==> config.mk <==
export PLATFORM = sky130hd
export DESIGN_NAME = mblock_sequencer
export DESIGN_NICKNAME = d
export VERILOG_FILES = /design/src/rtl/mblock_pkg.sv /design/src/rtl/mblock_op_decode.sv /design/src/rtl/mblock_sequencer.sv
export SDC_FILE = /design/constraint.sdc
export NUM_CORES = 1
export LEC_CHECK = 0
export CORE_MARGIN = 2
export CORE_UTILIZATION = 41
export CTS_CLUSTER_SIZE = 16
export DETAILED_ROUTE_END_ITERATION = 10
export PLACE_DENSITY = 0.84
export SYNTH_ARGS = -nofsm -noshare
export SYNTH_HDL_FRONTEND = slang
export SYNTH_SLANG_ARGS = --single-unit
==> constraint.sdc <==
create_clock -name clk -period 3.2 [get_ports clk]
set_input_delay 0.96 -clock clk [delete_from_list [all_inputs] [get_ports clk]]
set_output_delay 0.96 -clock clk [all_outputs]
set_load 0.02 [all_outputs]
==> src/rtl/mblock_pkg.sv <==
// Shared encodings for the memory-block sequencer: selector codes, op classes,
// FSM states and op-byte field positions.
package mblock_pkg;

  localparam int OP_S1_LSB    = 0;
  localparam int OP_S2_LSB    = 2;
  localparam int OP_S3_LSB    = 4;
  localparam int OP_CLASS_LSB = 6;

  typedef enum logic [1:0] {
    SEL_RAM   = 2'b00,
    SEL_BROM  = 2'b01,
    SEL_IO    = 2'b10,
    SEL_CONST = 2'b11
  } sel_t;

  typedef enum logic [1:0] {
    CLASS_THREE_OP = 2'b00,
    CLASS_TWO_OP   = 2'b01,
    CLASS_JUMP     = 2'b10,
    CLASS_HALT     = 2'b11
  } class_t;

  typedef enum logic [2:0] {
    ST_FETCH = 3'd0,
    ST_S1    = 3'd1,
    ST_S2    = 3'd2,
    ST_S3    = 3'd3,
    ST_HALT  = 3'd4
  } state_t;

  function automatic class_t op_class(input logic [7:0] op);
    return class_t'(op[OP_CLASS_LSB +: 2]);
  endfunction

endpackage

==> src/rtl/mblock_op_decode.sv <==
// Combinational op-byte decode: per-stage selectors, write mask, last stage,
// and jump/halt flags.
module mblock_op_decode
  import mblock_pkg::*;
(
  input  logic [7:0] op,
  output sel_t       sel_s1,
  output sel_t       sel_s2,
  output sel_t       sel_s3,
  output logic [3:0] write_mask,
  output logic [1:0] last_stage,
  output logic       is_jump,
  output logic       is_halt
);

  always_comb begin
    sel_s1     = sel_t'(op[OP_S1_LSB +: 2]);
    sel_s2     = sel_t'(op[OP_S2_LSB +: 2]);
    sel_s3     = sel_t'(op[OP_S3_LSB +: 2]);
    write_mask = 4'b0000;
    last_stage = 2'd0;
    is_jump    = 1'b0;
    is_halt    = 1'b0;
    case (op_class(op))
      CLASS_THREE_OP: begin
        write_mask = 4'b1000;
        last_stage = 2'd3;
      end
      CLASS_TWO_OP: begin
        write_mask = 4'b0100;
        last_stage = 2'd2;
      end
      CLASS_JUMP: begin
        last_stage = 2'd1;
        is_jump    = 1'b1;
      end
      default: is_halt = 1'b1;
    endcase
  end

endmodule

==> src/rtl/mblock_sequencer.sv <==
// Per-instruction memory-block access sequencer: fetch, up to three operand
// stages, PC ownership, jump and halt.
module mblock_sequencer
  import mblock_pkg::*;
#(
  parameter logic [15:0] RESET_PC    = 16'h0000,
  parameter int          INSTR_BYTES = 4
) (
  input  logic        clk,
  input  logic        reset,
  input  logic        execute_from_brom,
  input  logic [7:0]  mem_rdata,
  input  logic        mem_ready,
  input  logic [15:0] jump_target,
  output logic        mem_req,
  output logic [1:0]  is_stage,
  output logic [1:0]  mblock_selector,
  output logic [3:0]  is_write,
  output logic [15:0] pc,
  output logic [7:0]  op_q,
  output logic        instr_done,
  output logic        halted,
  output logic        bad_op,
  output logic [2:0]  fsm_state
);

  // Handshake: an access is live while mem_req=1; it completes in the cycle
  // where mem_req & mem_ready, and all access outputs hold until then.

  localparam logic [15:0] INSTR_STEP = 16'(INSTR_BYTES);

  state_t     state, state_next;
  logic [7:0] decode_op;
  sel_t       sel_s1, sel_s2, sel_s3;
  logic [3:0] write_mask;
  logic [1:0] last_stage;
  logic       is_jump, is_halt;
  logic [1:0] stage_idx;
  sel_t       stage_sel;
  logic       stage_end;
  logic       const_write;

  // During FETCH the op is not latched yet, so decode the incoming byte.
  assign decode_op = (state == ST_FETCH) ? mem_rdata : op_q;
  assign fsm_state = state;

  mblock_op_decode u_decode (
    .op         (decode_op),
    .sel_s1     (sel_s1),
    .sel_s2     (sel_s2),
    .sel_s3     (sel_s3),
    .write_mask (write_mask),
    .last_stage (last_stage),
    .is_jump    (is_jump),
    .is_halt    (is_halt)
  );

  always_comb begin
    state_next      = state;
    mem_req         = 1'b0;
    is_stage        = 2'd0;
    mblock_selector = SEL_RAM;
    is_write        = 4'b0000;
    instr_done      = 1'b0;
    halted          = 1'b0;
    stage_idx       = 2'd0;
    stage_sel       = SEL_CONST;
    stage_end       = 1'b0;
    const_write     = 1'b0;
    case (state)
      ST_FETCH: begin
        mem_req         = 1'b1;
        mblock_selector = execute_from_brom ? SEL_BROM : SEL_RAM;
        if (mem_ready) state_next = is_halt ? ST_HALT : ST_S1;
      end
      ST_S1, ST_S2, ST_S3: begin
        case (state)
          ST_S1:   begin stage_idx = 2'd1; stage_sel = sel_s1; end
          ST_S2:   begin stage_idx = 2'd2; stage_sel = sel_s2; end
          default: begin stage_idx = 2'd3; stage_sel = sel_s3; end
        endcase
        is_stage        = stage_idx;
        mblock_selector = stage_sel;
        mem_req         = (stage_sel != SEL_CONST);
        // A write to the const selector is suppressed and flagged instead.
        if (write_mask[stage_idx]) begin
          if (stage_sel == SEL_CONST) const_write = 1'b1;
          else                        is_write    = 4'b0001 << stage_idx;
        end
        stage_end = (stage_sel == SEL_CONST) || mem_ready;
        if (stage_end) begin
          if (stage_idx == last_stage) begin
            instr_done = 1'b1;
            state_next = ST_FETCH;
          end else begin
            case (state)
              ST_S1:   state_next = ST_S2;
              default: state_next = ST_S3;
            endcase
          end
        end
      end
      ST_HALT: halted = 1'b1;
      default: state_next = ST_FETCH;
    endcase
    if (reset) begin
      mem_req         = 1'b0;
      is_stage        = 2'd0;
      mblock_selector = SEL_RAM;
      is_write        = 4'b0000;
      instr_done      = 1'b0;
      halted          = 1'b0;
      const_write     = 1'b0;
    end
  end

  always_ff @(posedge clk) begin
    if (reset) begin
      state  <= ST_FETCH;
      pc     <= RESET_PC;
      op_q   <= 8'h00;
      bad_op <= 1'b0;
    end else begin
      state <= state_next;
      if (state == ST_FETCH && mem_ready) op_q <= mem_rdata;
      if (const_write) bad_op <= 1'b1;
      if (instr_done) pc <= is_jump ? jump_target : pc + INSTR_STEP;
    end
  end

endmodule

==> flow_summary.json <==
{
  "cts_buffer_depth": 2,
  "routedWlPerCell_microns": 15.6,
  "synth_commonest_cells": "nand2_1 (32), dfxtp_1 (28), a21oi_1 (21), inv_1 (20), nor2_1 (13)",
  "clock_latency_ps": 280,
  "tightest_slew_ps": 527,
  "syn_to_final_growth_pct": 57.0,
  "antenna_left": 0,
  "p_clk_share_pct": 9.4,
  "cts_tree": "built",
  "slowest_delay_ps": 480,
  "wl_microns": 6230,
  "hp-class": "reg -> reg",
  "placed_area_sq_mm": 0.00294,
  "pwr-share-seq_pct": 20.2,
  "layout-drive-gt1-share_pct": 27.0,
  "synth-async-reset-ratio_pct": 0,
  "ff2ff_path_depth": 9,
  "grt_pass1_vias": 2129,
  "drc": 0,
  "fin_crit_sh_pct": 99.1,
  "netlist.area_leader.share_pct": 28.2,
  "hold_buffers": 0,
  "gr-total-overflow": 0,
  "syn-instance-count": 251,
  "layout.nets": 378,
  "multiInputGateArea_sq_mm": 0.00138,
  "min_delay_path_depth": 1,
  "cts_buffers": 3,
  "clk_pin_slew_worst_paths_ps": 100,
  "grt_util_all_layers_pct": 23.4,
  "grt_pass1_wl_microns": 10000,
  "period_minus_slack_ps": 3170,
  "cp_cell_sequence": "buf_2 > or4b_4 > and3_4 > o221ai_4 > a21o_1 > inv_2 > buf_6",
  "synth-edff-count": 0,
  "pwr_density_cell_mw_per_mm2": 716,
  "r2r-end": "pc[2]",
  "rsz0062_at_grt": "true",
  "hpwl_microns": 4370,
  "synthesis.area_sq_mm": 0.00199,
  "die_w_microns": 73.6,
  "comb_power_share_pct": 70.4,
  "num_io_pins": 67,
  "ff_latch_area_sq_um": 569,
  "synth-seq-cells": 28,
  "switching_power_w": 0.00100,
  "routed-via-count": 2267,
  "drt_iter0_drc": 183,
  "cp_slowest_cell": "or4b_4",
  "h-tree-depth": 1,
  "crit_path_end_kind": "output port",
  "setup_violations": 0,
  "port_buffers": 64,
  "fin_skew_ps": 1.73,
  "drtPass1Iterations": 4,
  "yosysMostFrequentCell": "nand2_1",
  "status": "finished, final reports clean",
  "hold_viol_final": 0,
  "fin_area_sq_mm": 0.00312,
  "nFillCells": 375,
  "die_h_microns": 73.6,
  "avgSynthCellArea_sq_um": 7.92,
  "fmax_mhz": 315,
  "holdPathEnd": "bad_op",
  "swShare_pct": 44.7,
  "grt_max_degree": 21,
  "p_int_w": 0.00123,
  "crit_fanout": 4,
  "drv_slew": 0,
  "maxCapViolations": 0,
  "cp_data_required_time_ps": 2240,
  "diodes": 0,
  "tns_ps": 0,
  "ys_dominant_reg_cell": "dfxtp_1",
  "reg2reg_from": "fsm_state[2]",
  "slew_headroom_pct": 64.6,
  "antenna_found_initial": 0,
  "initial_core_util_pct": 42.4,
  "p_leak_nw": 1.14,
  "ir_drop_mv": 0.392,
  "worstHoldStart": "bad_op",
  "place_congestion": 0.871,
  "yosysWarnings": 0,
  "startpoint_type": "primary input",
  "die-area_sq_mm": 0.00542,
  "rrSetupSlack_ps": 760,
  "crit_family": "simple AND/OR/NAND/NOR gates",
  "vias_per_cell": 5.68,
  "crit_buf_inv": 3,
  "core_area_sq_mm": 0.00469,
  "synth_cell_types": 52,
  "rows": 25,
  "critPathKind": "in -> out",
  "arrival_ps": 2210,
  "synth_area_leaders": "dfxtp_1 (28%), nand2_1 (6.0%), a21oi_1 (5.3%)",
  "ys_seq_area_share_pct": 28.2,
  "synth_top_cell_by_area": "dfxtp_1",
  "cts_root_buf": "clkbuf_8",
  "clock_sinks": 28
}
==> worst reg2reg max path, stage by stage (launching register included) <==
cell      delay [ps]
dfxtp_4          370
buf_4            190
nor3_4           290
mux2i_1          290
o22ai_2          140
buf_6            140
buf_4            130
buf_4            180
a221o_1          370
a221oi_2         260
==> logic make-up after synthesis <==
group	share of synthesized area (%)
simple gates	24.7
compound gates	29.5
buf+inv	9.88
flops	28.2
mux	5.10
fa+ha+maj	2.52
other cells	0.189
==> per-stage QoR <==
step / util (%) / hold slack, ps / cells / total power, W / worst slack (ps)
final: 66.5 / 476 / 399 / 0.00223 / 28.1
after global routing: 66.5 / 494 / 399 / 0.00236 / -35.3
after CTS: 65.6 / 481 / 398 / 0.00215 / 7.20
after detailed placement: 62.6 / 459 / 389 / 0.00182 / -861
after global placement: 62.6 / 455 / 389 / 0.00178 / -854
after floorplan: - / 547 / 252 / 0.00127 / 22.3
==> cell type report <==
type / count / area share (%)
Multi-Input combinational cell: 182 / 44.3
Timing Repair Buffer: 109 / 31.2
Sequential cell: 28 / 18.2
Inverter: 22 / 2.65
Tap cell: 54 / 2.17
Clock buffer: 4 / 1.44
==> cell usage in the layout (no fill, tap or decap), types with 5 or more instances in the layout <==
| cell type | instances |
|---|---|
| clkdlybuf4s50_1 | 50 |
| buf_4 | 42 |
| nand2_1 | 31 |
| dfxtp_1 | 25 |
| a21oi_1 | 21 |
| inv_1 | 17 |
| nor2_1 | 12 |
| a211oi_1 | 10 |
| o32ai_1 | 9 |
| nor3_1 | 7 |
| buf_6 | 6 |
| nand3b_1 | 5 |
| o21a_1 | 5 |
| dlygate4sd2_1 | 5 |
==> timing repair <==
action / CTS / global route
endpoints found under the setup margin: 9 / 5
setup buffers: 5 / 1
pin swaps: 5 / 6
resized for setup: 50 / 13
==> worst max-delay path by stage <==
stage                      start          end  depth (start not counted)
finish              mem_rdata[7]   instr_done                          7
global route        fsm_state[2]   instr_done                          9
CTS                 mem_rdata[7]   instr_done                          7
detailed placement  mem_rdata[6]   instr_done                          7
global placement    mem_rdata[7]   instr_done                          7
floorplan           fsm_state[1]  is_write[3]                         13
==> sequential cells by signal (all words and copies together), names as in the netlist <==
signal	cells
bad_op	1
fsm_state	3
op_q	8
pc	16
==> power groups by stage <==
stage,clock network [W],registers (W),logic [W]
2_1_floorplan,0,0.000511,0.000757
3_3_place_gp,0,0.000452,0.00133
3_5_place_dp,0,0.000453,0.00136
4_1_cts,0.000208,0.000446,0.00150
5_1_grt,0.000220,0.000459,0.00168
6_report,0.000210,0.000452,0.00157
==> metal layers <==
metal,global-route usage (%),vias up,part of all wire [%]
li1,-,1102,-
met4,9.29,0,1.7
met2,37.9,69,51
met3,2.19,11,4.4
met1,32.0,1085,43
met5,0,-,0
(Power assumes the default switching activity.)
==> RTL change: new RTL, config.mk and constraints unchanged <==
Change the package constant `OP_S2_LSB` from 2 to 4.
--- a/src/rtl/mblock_pkg.sv
+++ b/src/rtl/mblock_pkg.sv
@@ -3,7 +3,7 @@
 package mblock_pkg;
 
   localparam int OP_S1_LSB    = 0;
-  localparam int OP_S2_LSB    = 2;
+  localparam int OP_S2_LSB    = 4;
   localparam int OP_S3_LSB    = 4;
   localparam int OP_CLASS_LSB = 6;
 
Function: changed (a bounded check fails within 4 cycles, from zero or initial values and one cycle with reset high).
==> RTL change against the unedited design <==
Fmax is 2.1% higher. Die area is 2.1% lower. Synthesized cell count is 6.8% lower. Cell area is 8.7% lower. Global-route usage is 1.3 points lower. Sequential share of layout area is 1.4 points higher. Worst setup slack better by 67 ps. Sequential cell count stayed put. Non-clock buffer count is 8 lower. Synthesized area is 2.2% lower. Largest power group unchanged. Routed wire length is 7.4% lower. Power is 13% lower. Highest routed layer unchanged.
==> RTL change: results (changes against the unedited design) <==
metric	value	unit	change
status	finished clean		unchanged
Synth cell types	59		was 52
vias post-DR	2194		was 2,267
fin cells	375		was 399
largest net degree at the start of global routing	28		was 21
class of the worst hold path	flip-flop to flip-flop		unchanged
leak pwr	1.120	nW	was 1.135 nW
Pre-antenna DRT Iters	5		was 4
Clk pin slew, worst setup/hold paths	90	ps	
register area share after synthesis	28.83	%	was 28.19%
GP Congestion	0.8286		was 0.8709
share of cells above drive strength 1	24.92	%	was 26.96%
fin nets	355		was 378
Post-Synth Adder-Cell Area	2.574	%	was 2.517%
All-Layer GR Usage	22.15	%	was 23.42%
placed wire-length estimate	4.144	mm	was 4.373 mm
multiplexer share of the synthesized area	3.668	%	was 5.098%
Worst VDD drop	0.3013	mV	was 0.3917 mV
highest fanout seen on the critical path	7		was 4
vias in the first global route	2004		was 2,129
Root Driver	clkbuf_8		unchanged
Initial DRC Count	174		was 183
post-synthesis compound-gate area fraction	27.73	%	was 29.45%
cell types with the highest counts after synthesis	nand2_1, dfxtp_1, a21oi_1, nor2_1		was nand2_1, dfxtp_1, a21oi_1
Final Skew	2.357	ps	was 1.730 ps
Worst Path Arrival	2150	ps	was 2210 ps
DR WL/cell	15.37	µm	was 15.60 µm
# diodes	0		unchanged
-- RTL change: cell types whose count changed after synthesis, sizes merged, moves of 4 or more --
cell,delta
inv,-14
a211oi,-12
nor2b,-4
o32ai,-8
or2,+5
clkbuf,-4
o221a,+6
nor2,+11
o21ai,+4
o311ai,+6
-- RTL change: logic make-up (layout without fill, tap and decap cells) --
kind of cell               Yosys count  in the layout
and+or+nand+nor                     99             99
adders and majority gates            4              4
AOI/OAI and AO/OA                   71             71
other                                1              2
DFF                                 28             28
buffers and inverters               25            111
muxes                                6              6
-- RTL change: final cells by class --
type	instances	area (µm²)	area share, %
Inverter	7	26.28	0.9227
Clock buffer	3	41.29	1.450
Timing Repair Buffer	101	882.1	30.98
Multi-Input combinational cell	182	1270	44.60
Sequential cell	28	560.5	19.68
Tap cell	54	67.56	2.373
-- RTL change: worst max-delay path: stages --
cell,delay (ps)
clkdlybuf4s50_1,450
buf_4,180
inv_1,70
nand2_1,70
nor2_1,110
clkdlybuf4s15_1,300
-- RTL change: routing by layer --
layer / vias to the layer above / global-route usage, % / share of wire, %
li1: 1036 / - / -
met5: - / 0 / 0
met1: 1033 / 31.08 / 44
met4: 0 / 8.848 / 3.0
met3: 24 / 2.072 / 6.7
met2: 101 / 35.05 / 47
-- RTL change: power breakdown --
group	total, W	internal [W]	switching [W]	leakage (nW)
logic	0.00131	0.000604	0.000705	0.871
clock network	0.000193	0.0000847	0.000108	0.0216
registers	0.000440	0.000393	0.0000464	0.227
-- RTL change: per-stage QoR --
step                      power (W)  instance area, µm²  util (%)  setup WS (ps)  setup TNS (ps)
after detailed placement   0.001650                2749     58.98         -635.3           -3470
after CTS                  0.001883                2823     60.56          8.215               0
after floorplan            0.001243                1948         -          117.9               0
after global routing       0.002067                2848     61.10         -6.971          -6.971
after global placement     0.001631                2749     58.98         -579.8           -3231
final                      0.001941                2848     61.10          94.84               0
-- RTL change: final timing paths --
path / start / endpoint / slack [ps] / cells past startpoint
worst max register to register: fsm_state[2] / pc[1] / 390 / 16
worst min-delay path: op_q[3] / op_q[3] / 460 / 2
worst max-delay path: reset / mblock_selector[1] / 90 / 6
worst min register to register: op_q[3] / op_q[3] / 460 / 2
-- RTL change: what timing repair did --
| action | CTS | global route |
|---|---|---|
| pin swaps | 7 | 5 |
| hold endpoints to repair | 0 | 0 |
| endpoints found under the setup margin | 9 | 6 |
| setup buffers | 7 | 1 |
| resized for setup | 33 | 15 |
